==> src/rtl/mux7_pkg.sv <==
// Shared constants and data type for the mux7 block.
// The defaults here also set the parameter defaults on mux7 and mux2_w.
package mux7_pkg;

  localparam int WIDTH_DEF = 7;
  localparam int CNT_W_DEF = 8;

  typedef logic [WIDTH_DEF-1:0] data_t;

endpackage

==> src/rtl/mux2_w.sv <==
// Two-input combinational selector of WIDTH bits.
// There is no storage in this module, so no latch can be inferred.
module mux2_w
  import mux7_pkg::*;
#(
  parameter int WIDTH = WIDTH_DEF
) (
  input  logic             select,
  input  logic [WIDTH-1:0] a0,
  input  logic [WIDTH-1:0] a1,
  output logic [WIDTH-1:0] b
);

  assign b = select ? a1 : a0;

endmodule

==> src/rtl/mux7.sv <==
// Width-parameterised 2:1 mux with a registered copy, parity and a select-toggle counter.
// Every register uses a synchronous active-low reset that overrides en and toggle counting.
module mux7
  import mux7_pkg::*;
#(
  parameter int WIDTH = WIDTH_DEF,
  parameter int CNT_W = CNT_W_DEF
) (
  input  logic             clk,
  input  logic             rst_n,
  input  logic             select,
  input  logic [WIDTH-1:0] a0,
  input  logic [WIDTH-1:0] a1,
  input  logic             en,
  output logic [WIDTH-1:0] b,
  output logic [WIDTH-1:0] b_q,
  output logic             sel_q,
  output logic             parity_q,
  output logic [CNT_W-1:0] sel_toggles
);

  logic sel_prev;
  logic sel_change;
  logic cnt_full;

  mux2_w #(.WIDTH(WIDTH)) u_mux (
    .select (select),
    .a0     (a0),
    .a1     (a1),
    .b      (b)
  );

  assign sel_change = (select != sel_prev);
  assign cnt_full   = (sel_toggles == {CNT_W{1'b1}});

  always_ff @(posedge clk) begin
    if (!rst_n) begin
      b_q      <= '0;
      sel_q    <= 1'b0;
      parity_q <= 1'b0;
    end else if (en) begin
      b_q      <= b;
      sel_q    <= select;
      parity_q <= ^b;
    end
  end

  // sel_prev tracks select every cycle, independent of en
  always_ff @(posedge clk) begin
    if (!rst_n) begin
      sel_prev    <= 1'b0;
      sel_toggles <= '0;
    end else begin
      sel_prev <= select;
      if (sel_change && !cnt_full) begin
        sel_toggles <= sel_toggles + CNT_W'(1);
      end
    end
  end

endmodule

==> config.mk <==
export PLATFORM = sky130hd
export DESIGN_NAME = mux7
export DESIGN_NICKNAME = d
export VERILOG_FILES = /design/src/rtl/mux7_pkg.sv /design/src/rtl/mux2_w.sv /design/src/rtl/mux7.sv
export SDC_FILE = /design/constraint.sdc
export NUM_CORES = 1
export LEC_CHECK = 0
export CAP_MARGIN = 40
export CORE_ASPECT_RATIO = 0.75
export CORE_MARGIN = 10
export CORE_UTILIZATION = 40
export DETAILED_ROUTE_END_ITERATION = 10
export HOLD_SLACK_MARGIN = 0.08
export PLACE_DENSITY = 0.8
export SYNTH_ARGS = -nofsm -noshare
export SYNTH_HDL_FRONTEND = slang
export SYNTH_SLANG_ARGS = --single-unit
==> constraint.sdc <==
create_clock -name clk -period 1.56 [get_ports clk]
set_input_delay 0.234 -clock clk [delete_from_list [all_inputs] [get_ports clk]]
set_output_delay 0.234 -clock clk [all_outputs]
set_load 0.005 [all_outputs]
Word level (Yosys, flattened, before mapping)
Index checks and enable logic that the tools add are counted.

Register bits after elaboration: 18. Latch bits: 0. Bits in read-only memories: 0. Memories kept: 0. Bits of input ports: 18. Memory bits (writable): 0.

Equal/unequal tests: 2. Order comparisons: 0. Shift-type cells: 0. Muxes and demuxes: 1. Multipliers: 0. Bitwise operators: 0. Reduce and logical (&&, ||, !) cells: 3. Div/mod/pow operators: 0. $add $sub $neg: 1.

Operators by type and width (number): $add A8 B1 Y8 const B (1); $eq A8 B8 Y1 const B (1); $mux W7 (1); $reduce_xor A7 Y1 (1); $logic_and A1 B1 Y1 (1); $logic_not A1 Y1 (1); $ne A1 B1 Y1 (1).

Depth between registers and ports, before layout
Word-level depth: 3. Mapped depth: 5. Depth with buffers taken out: 5.

Cells and area by module
Synthesis repeated with hierarchy kept, for this count alone.

Cells, all modules: 93. Area, all modules: 963.4 µm².

Modules (own cells, without submodules): mux7 (area an instance 847.1 µm², cells each 85, instances 1, sequential area each 360.3 µm²); mux2_w (area an instance 116.4 µm², cells each 8, instances 1, sequential area each 0.0 µm²).

Worst setup path before layout
No wires, ideal clock.

Path type: flip-flop to flip-flop. Start: reg sel_toggles[0]. End: reg sel_toggles[1]. Buffers on the path: 0. Arrival: 1.244 ns. Stages on the path, launching flop included: 6. Setup slack: 0.200 ns. Clock period less this slack: 1.360 ns. Library setup time: 0.116 ns. Path through: dfxtp_1 > ha_1 > nand4_1 > o21ai_1 > mux2i_1 > nor2b_1.

Longest elaborated chain between the ends: 3.

RTL lines: start: declaration (RTL line mux7.sv:19) `output logic [CNT_W-1:0] sel_toggles`; start signal: assignment (RTL line mux7.sv:56) `sel_toggles <= sel_toggles + CNT_W'(1);`; parallel branches: the longest is 3 deep, another holds $add A8 B1 Y8.

Parallel ways; which one is timed is not known. A chain may end at the register's enable or synchronous reset.

Final worst setup path
Start: in select. End: out b[0].

Longest elaborated chain between the ends: 1.

RTL lines: start: declaration (RTL line mux7.sv:11) `input logic select,`; $mux W7 (RTL line mux2_w.sv:14) `assign b = select ? a1 : a0;`; end: declaration (RTL line mux7.sv:15) `output logic [WIDTH-1:0] b,`.

No other way between the ends.

==> impl_metrics.ini <==
[sta]
timing.final.crit_share_pct = 97.1
post-route-min-period_ps = 1510
setup_repair_after_global_routing_missed_its_margin = yes
hold_viol = 0
worst_slew_pin_slew_ps = 248
maxClockFrequency_mhz = 660
timing.final.setup_violations = 0
timing_max_transition_violations_final = 0
slew-limit-headroom_pct = 83.4
fin_hold_ws_ps = 502
clock_skew_ps = 10.3

[drt]
dr_drc_count = 0
drt-pass1-iter-count = 4
drt_first_iter_violations = 46
avgViaCountPerCell = 5.09
antenna_left = 0
wl_met3_microns = 232
highest_layer = met4
drt-total-wl_microns = 2760
m1WireLength_microns = 1050
met2RoutedLength_microns = 1460
routedWlPerCell_microns = 15.9
route.vias.total = 886

[grt]
grt_first_pass_wirelength_microns = 4570
grt_antenna_before_repair = 0
grt.total_usage_pct = 12.9
gr-total-overflow = 0
vias_in_the_first_global_route = 960
grt_max_degree = 13

[clocking]
worst_setup_hold_path_clk_slew_ps = 90
clk_latency_ps = 300
cts.root.buffer_cell = sky130_fd_sc_hd__clkbuf_4
tritoncts_clock_tree = done
numCtsBuffers = 3
cts.path.max_buffers = 2
cts.sink_count = 18
cts_max_level = 1
cts-hold-fix-buffers = 0

[yosys]
synth_cells = 92
synth.net_count = 111
netlist_top_cells_area = sky130_fd_sc_hd__dfxtp_1 39%, sky130_fd_sc_hd__mux2i_1 9.7%, sky130_fd_sc_hd__o211a_1 6.5%
synth_seq_cells = 18
seq_area_frac_synth_pct = 38.8
syn_area_sq_um = 928
synth.top_cell.area_share_pct = 38.8
synth.yosys.warnings = 0
post_synth_num_cell_types = 26
avgSynthCellArea_sq_um = 10.1
post-synth-top-area-cell = sky130_fd_sc_hd__dfxtp_1

[job]
cap_violations = 0

[die]
initial_utilization_pct = 41.2
die_footprint_sq_mm = 0.00467
die_width_microns = 75.6
coreArea_sq_mm = 0.00225
ioPinCount = 42
core.rowCount = 15
die_y_microns = 61.7

[cells_and_area]
share_of_cells_above_drive_strength_1_pct = 25.5
post-route-util_pct = 70.4
final_cell_count_no_fill = 174
final_nets = 169
syn2layout_area_growth_pct = 70.9
diodes = 0

[critical_path]
timing.critical_path.required_ps = 1330
cp.arrival_ps = 1280
rr_startpoint = sel_toggles[0]
worst-r2r-setup-slack_ps = 120
slowest_delay_ps = 330
cpMaxStageDelayCell = sky130_fd_sc_hd__mux2_2
critPathMaxFanout = 5
crit_chain = clkdlybuf4s15_2 -> buf_6 -> buf_12 -> mux2_2 -> dlygate4sd2_1
worstReg2RegEnd = sel_toggles[6]
crit_path_end_kind = primary output
critical_path_class = in -> out
depth_of_the_most_critical_reg_to_reg_path = 6
crit_path_start_kind = primary input

[min_path]
hold_path_end = parity_q
min_delay_path_depth = 2
worstHoldStart = parity_q
hold_path_class = reg -> reg

[placement]
finalWeightedCongestion = 0.746
place.port_buffers = 41
dp_cells = 164
place.detailed.hpwl_microns = 2120

[power_and_ir_drop]
power.ir.vdd_worst_uv = 570
leakage_nw = 0.717
power_density_mw_per_mm2 = 718

[status]
outcome = finished, final reports clean
==> layer usage <==
| layer | GRT usage [%] | vias up |
|---|---|---|
| met2 | 24.3 | 24 |
| met1 | 13.0 | 420 |
| met3 | 5.87 | 4 |
| met5 | 0 | - |
| met4 | 2.37 | 0 |
| li1 | - | 438 |
==> registers in the layout (all words and copies together) (netlist names) <==
signal / flops
sel_q: 1
b_q: 7
sel_prev: 1
parity_q: 1
sel_toggles: 8
==> cells by family (layout without fill, tap and decap cells) <==
family	Yosys count	in the layout	share of synthesized area, %
AOI/OAI and AO/OA	14	14	12.4
xor gates and xnor gates	10	10	12.4
adders and majority gates	1	1	1.35
buffers and inverters	11	68	5.26
DFF	18	18	38.8
muxes	12	12	13.6
and+or+nand+nor	26	26	16.2
==> how the worst max path moves through the flow <==
stage / from / end / slack [ps] / cells after the start
global route: sel_toggles[0] / sel_toggles[1] / -10 / 5
detailed placement: select / b[5] / -480 / 5
CTS: select / b[1] / 30 / 5
floorplan: sel_toggles[0] / sel_toggles[1] / 200 / 5
finish: select / b[0] / 50 / 5
global placement: select / b[5] / -390 / 5
==> area by class of cell <==
cell class              count  area (sq um)
clock buffers               4          36.3
well taps                  25          31.3
repair buffers             58           549
flip-flops and latches     18           367
fillers                   181           666
multi-input cells          63           581
inverters                   6          22.5
==> synth_stat cells <==
master,number
sky130_fd_sc_hd__nand4b_1,1
sky130_fd_sc_hd__o21ai_0,1
sky130_fd_sc_hd__o2111ai_1,1
sky130_fd_sc_hd__and3_1,3
sky130_fd_sc_hd__dfxtp_1,18
sky130_fd_sc_hd__a21boi_0,1
sky130_fd_sc_hd__buf_6,1
sky130_fd_sc_hd__and2_1,7
sky130_fd_sc_hd__nand4_1,3
sky130_fd_sc_hd__inv_1,6
sky130_fd_sc_hd__nor2b_1,4
sky130_fd_sc_hd__a31o_2,1
sky130_fd_sc_hd__xor2_1,3
sky130_fd_sc_hd__o211ai_1,2
sky130_fd_sc_hd__nand3_1,1
sky130_fd_sc_hd__xnor3_1,2
sky130_fd_sc_hd__mux2_2,2
sky130_fd_sc_hd__o21ai_1,2
sky130_fd_sc_hd__mux2i_2,1
sky130_fd_sc_hd__nand2_1,6
sky130_fd_sc_hd__mux2i_1,9
sky130_fd_sc_hd__ha_1,1
sky130_fd_sc_hd__nand3b_1,1
sky130_fd_sc_hd__clkbuf_1,4
sky130_fd_sc_hd__o211a_1,6
sky130_fd_sc_hd__xnor2_1,5
==> power breakdown <==
part / switching, W / internal (W)
clock: 0.000145 / 0.000142
sequential: 0.0000210 / 0.000491
combinational: 0.000119 / 0.000221
total: 0.000286 / 0.000854
==> timing repair <==
action | 4_1_cts | 5_1_grt
endpoints found under the setup margin | 8 | 13
buffers inserted | 6 | 1
endpoints found under the hold margin | 0 | 0
pin swaps | 0 | 3
gates resized for setup | 21 | 10
==> critical path: cells and delay by family <==
family                 cells  cell delay [ps]
muxes                      1              330
buffers and inverters      4              710
==> placed cells by master (no fill, tap or decap) <==
master | synthesis | routed
sky130_fd_sc_hd__buf_12 | 0 | 1
sky130_fd_sc_hd__o2111ai_2 | 0 | 1
sky130_fd_sc_hd__mux2_2 | 2 | 2
sky130_fd_sc_hd__a21boi_0 | 1 | 1
sky130_fd_sc_hd__clkdlybuf4s15_1 | 0 | 1
sky130_fd_sc_hd__inv_1 | 6 | 6
sky130_fd_sc_hd__o21ai_2 | 0 | 1
sky130_fd_sc_hd__nand4_1 | 3 | 3
sky130_fd_sc_hd__o211ai_1 | 2 | 2
sky130_fd_sc_hd__clkdlybuf4s50_1 | 0 | 31
sky130_fd_sc_hd__and2_1 | 7 | 6
sky130_fd_sc_hd__and3_1 | 3 | 3
sky130_fd_sc_hd__clkbuf_4 | 0 | 3
sky130_fd_sc_hd__dfxtp_1 | 18 | 13
sky130_fd_sc_hd__and2_4 | 0 | 1
sky130_fd_sc_hd__o21ai_0 | 1 | 1
sky130_fd_sc_hd__o21ai_1 | 2 | 1
sky130_fd_sc_hd__nand2_1 | 6 | 6
sky130_fd_sc_hd__xnor2_1 | 5 | 5
sky130_fd_sc_hd__clkdlybuf4s15_2 | 0 | 1
sky130_fd_sc_hd__o211a_1 | 6 | 6
sky130_fd_sc_hd__xor2_1 | 3 | 3
sky130_fd_sc_hd__nand3b_1 | 1 | 1
sky130_fd_sc_hd__buf_4 | 0 | 14
sky130_fd_sc_hd__nand3_1 | 1 | 1
sky130_fd_sc_hd__dlygate4sd2_1 | 0 | 8
sky130_fd_sc_hd__xnor3_1 | 2 | 2
sky130_fd_sc_hd__mux2i_1 | 9 | 6
sky130_fd_sc_hd__clkbuf_8 | 0 | 1
sky130_fd_sc_hd__buf_6 | 1 | 2
sky130_fd_sc_hd__dfxtp_2 | 0 | 5
sky130_fd_sc_hd__a31o_2 | 1 | 1
sky130_fd_sc_hd__nor2b_1 | 4 | 4
sky130_fd_sc_hd__mux2i_4 | 0 | 4
sky130_fd_sc_hd__ha_2 | 0 | 1
sky130_fd_sc_hd__nand4b_1 | 1 | 1
==> through the flow <==
step           setup WS [ps]  setup TNS [ps]  instance area (sq um)  power [W]
2_1_floorplan            200               0                    928   0.000652
4_1_cts                 25.4               0                   1560    0.00115
6_report                45.6               0                   1590    0.00114
5_1_grt                -11.5           -11.5                   1590    0.00121
3_5_place_dp            -485           -5240                   1430   0.000833
3_3_place_gp            -393           -4380                   1430   0.000818
Power figures use the tool's default switching activity.
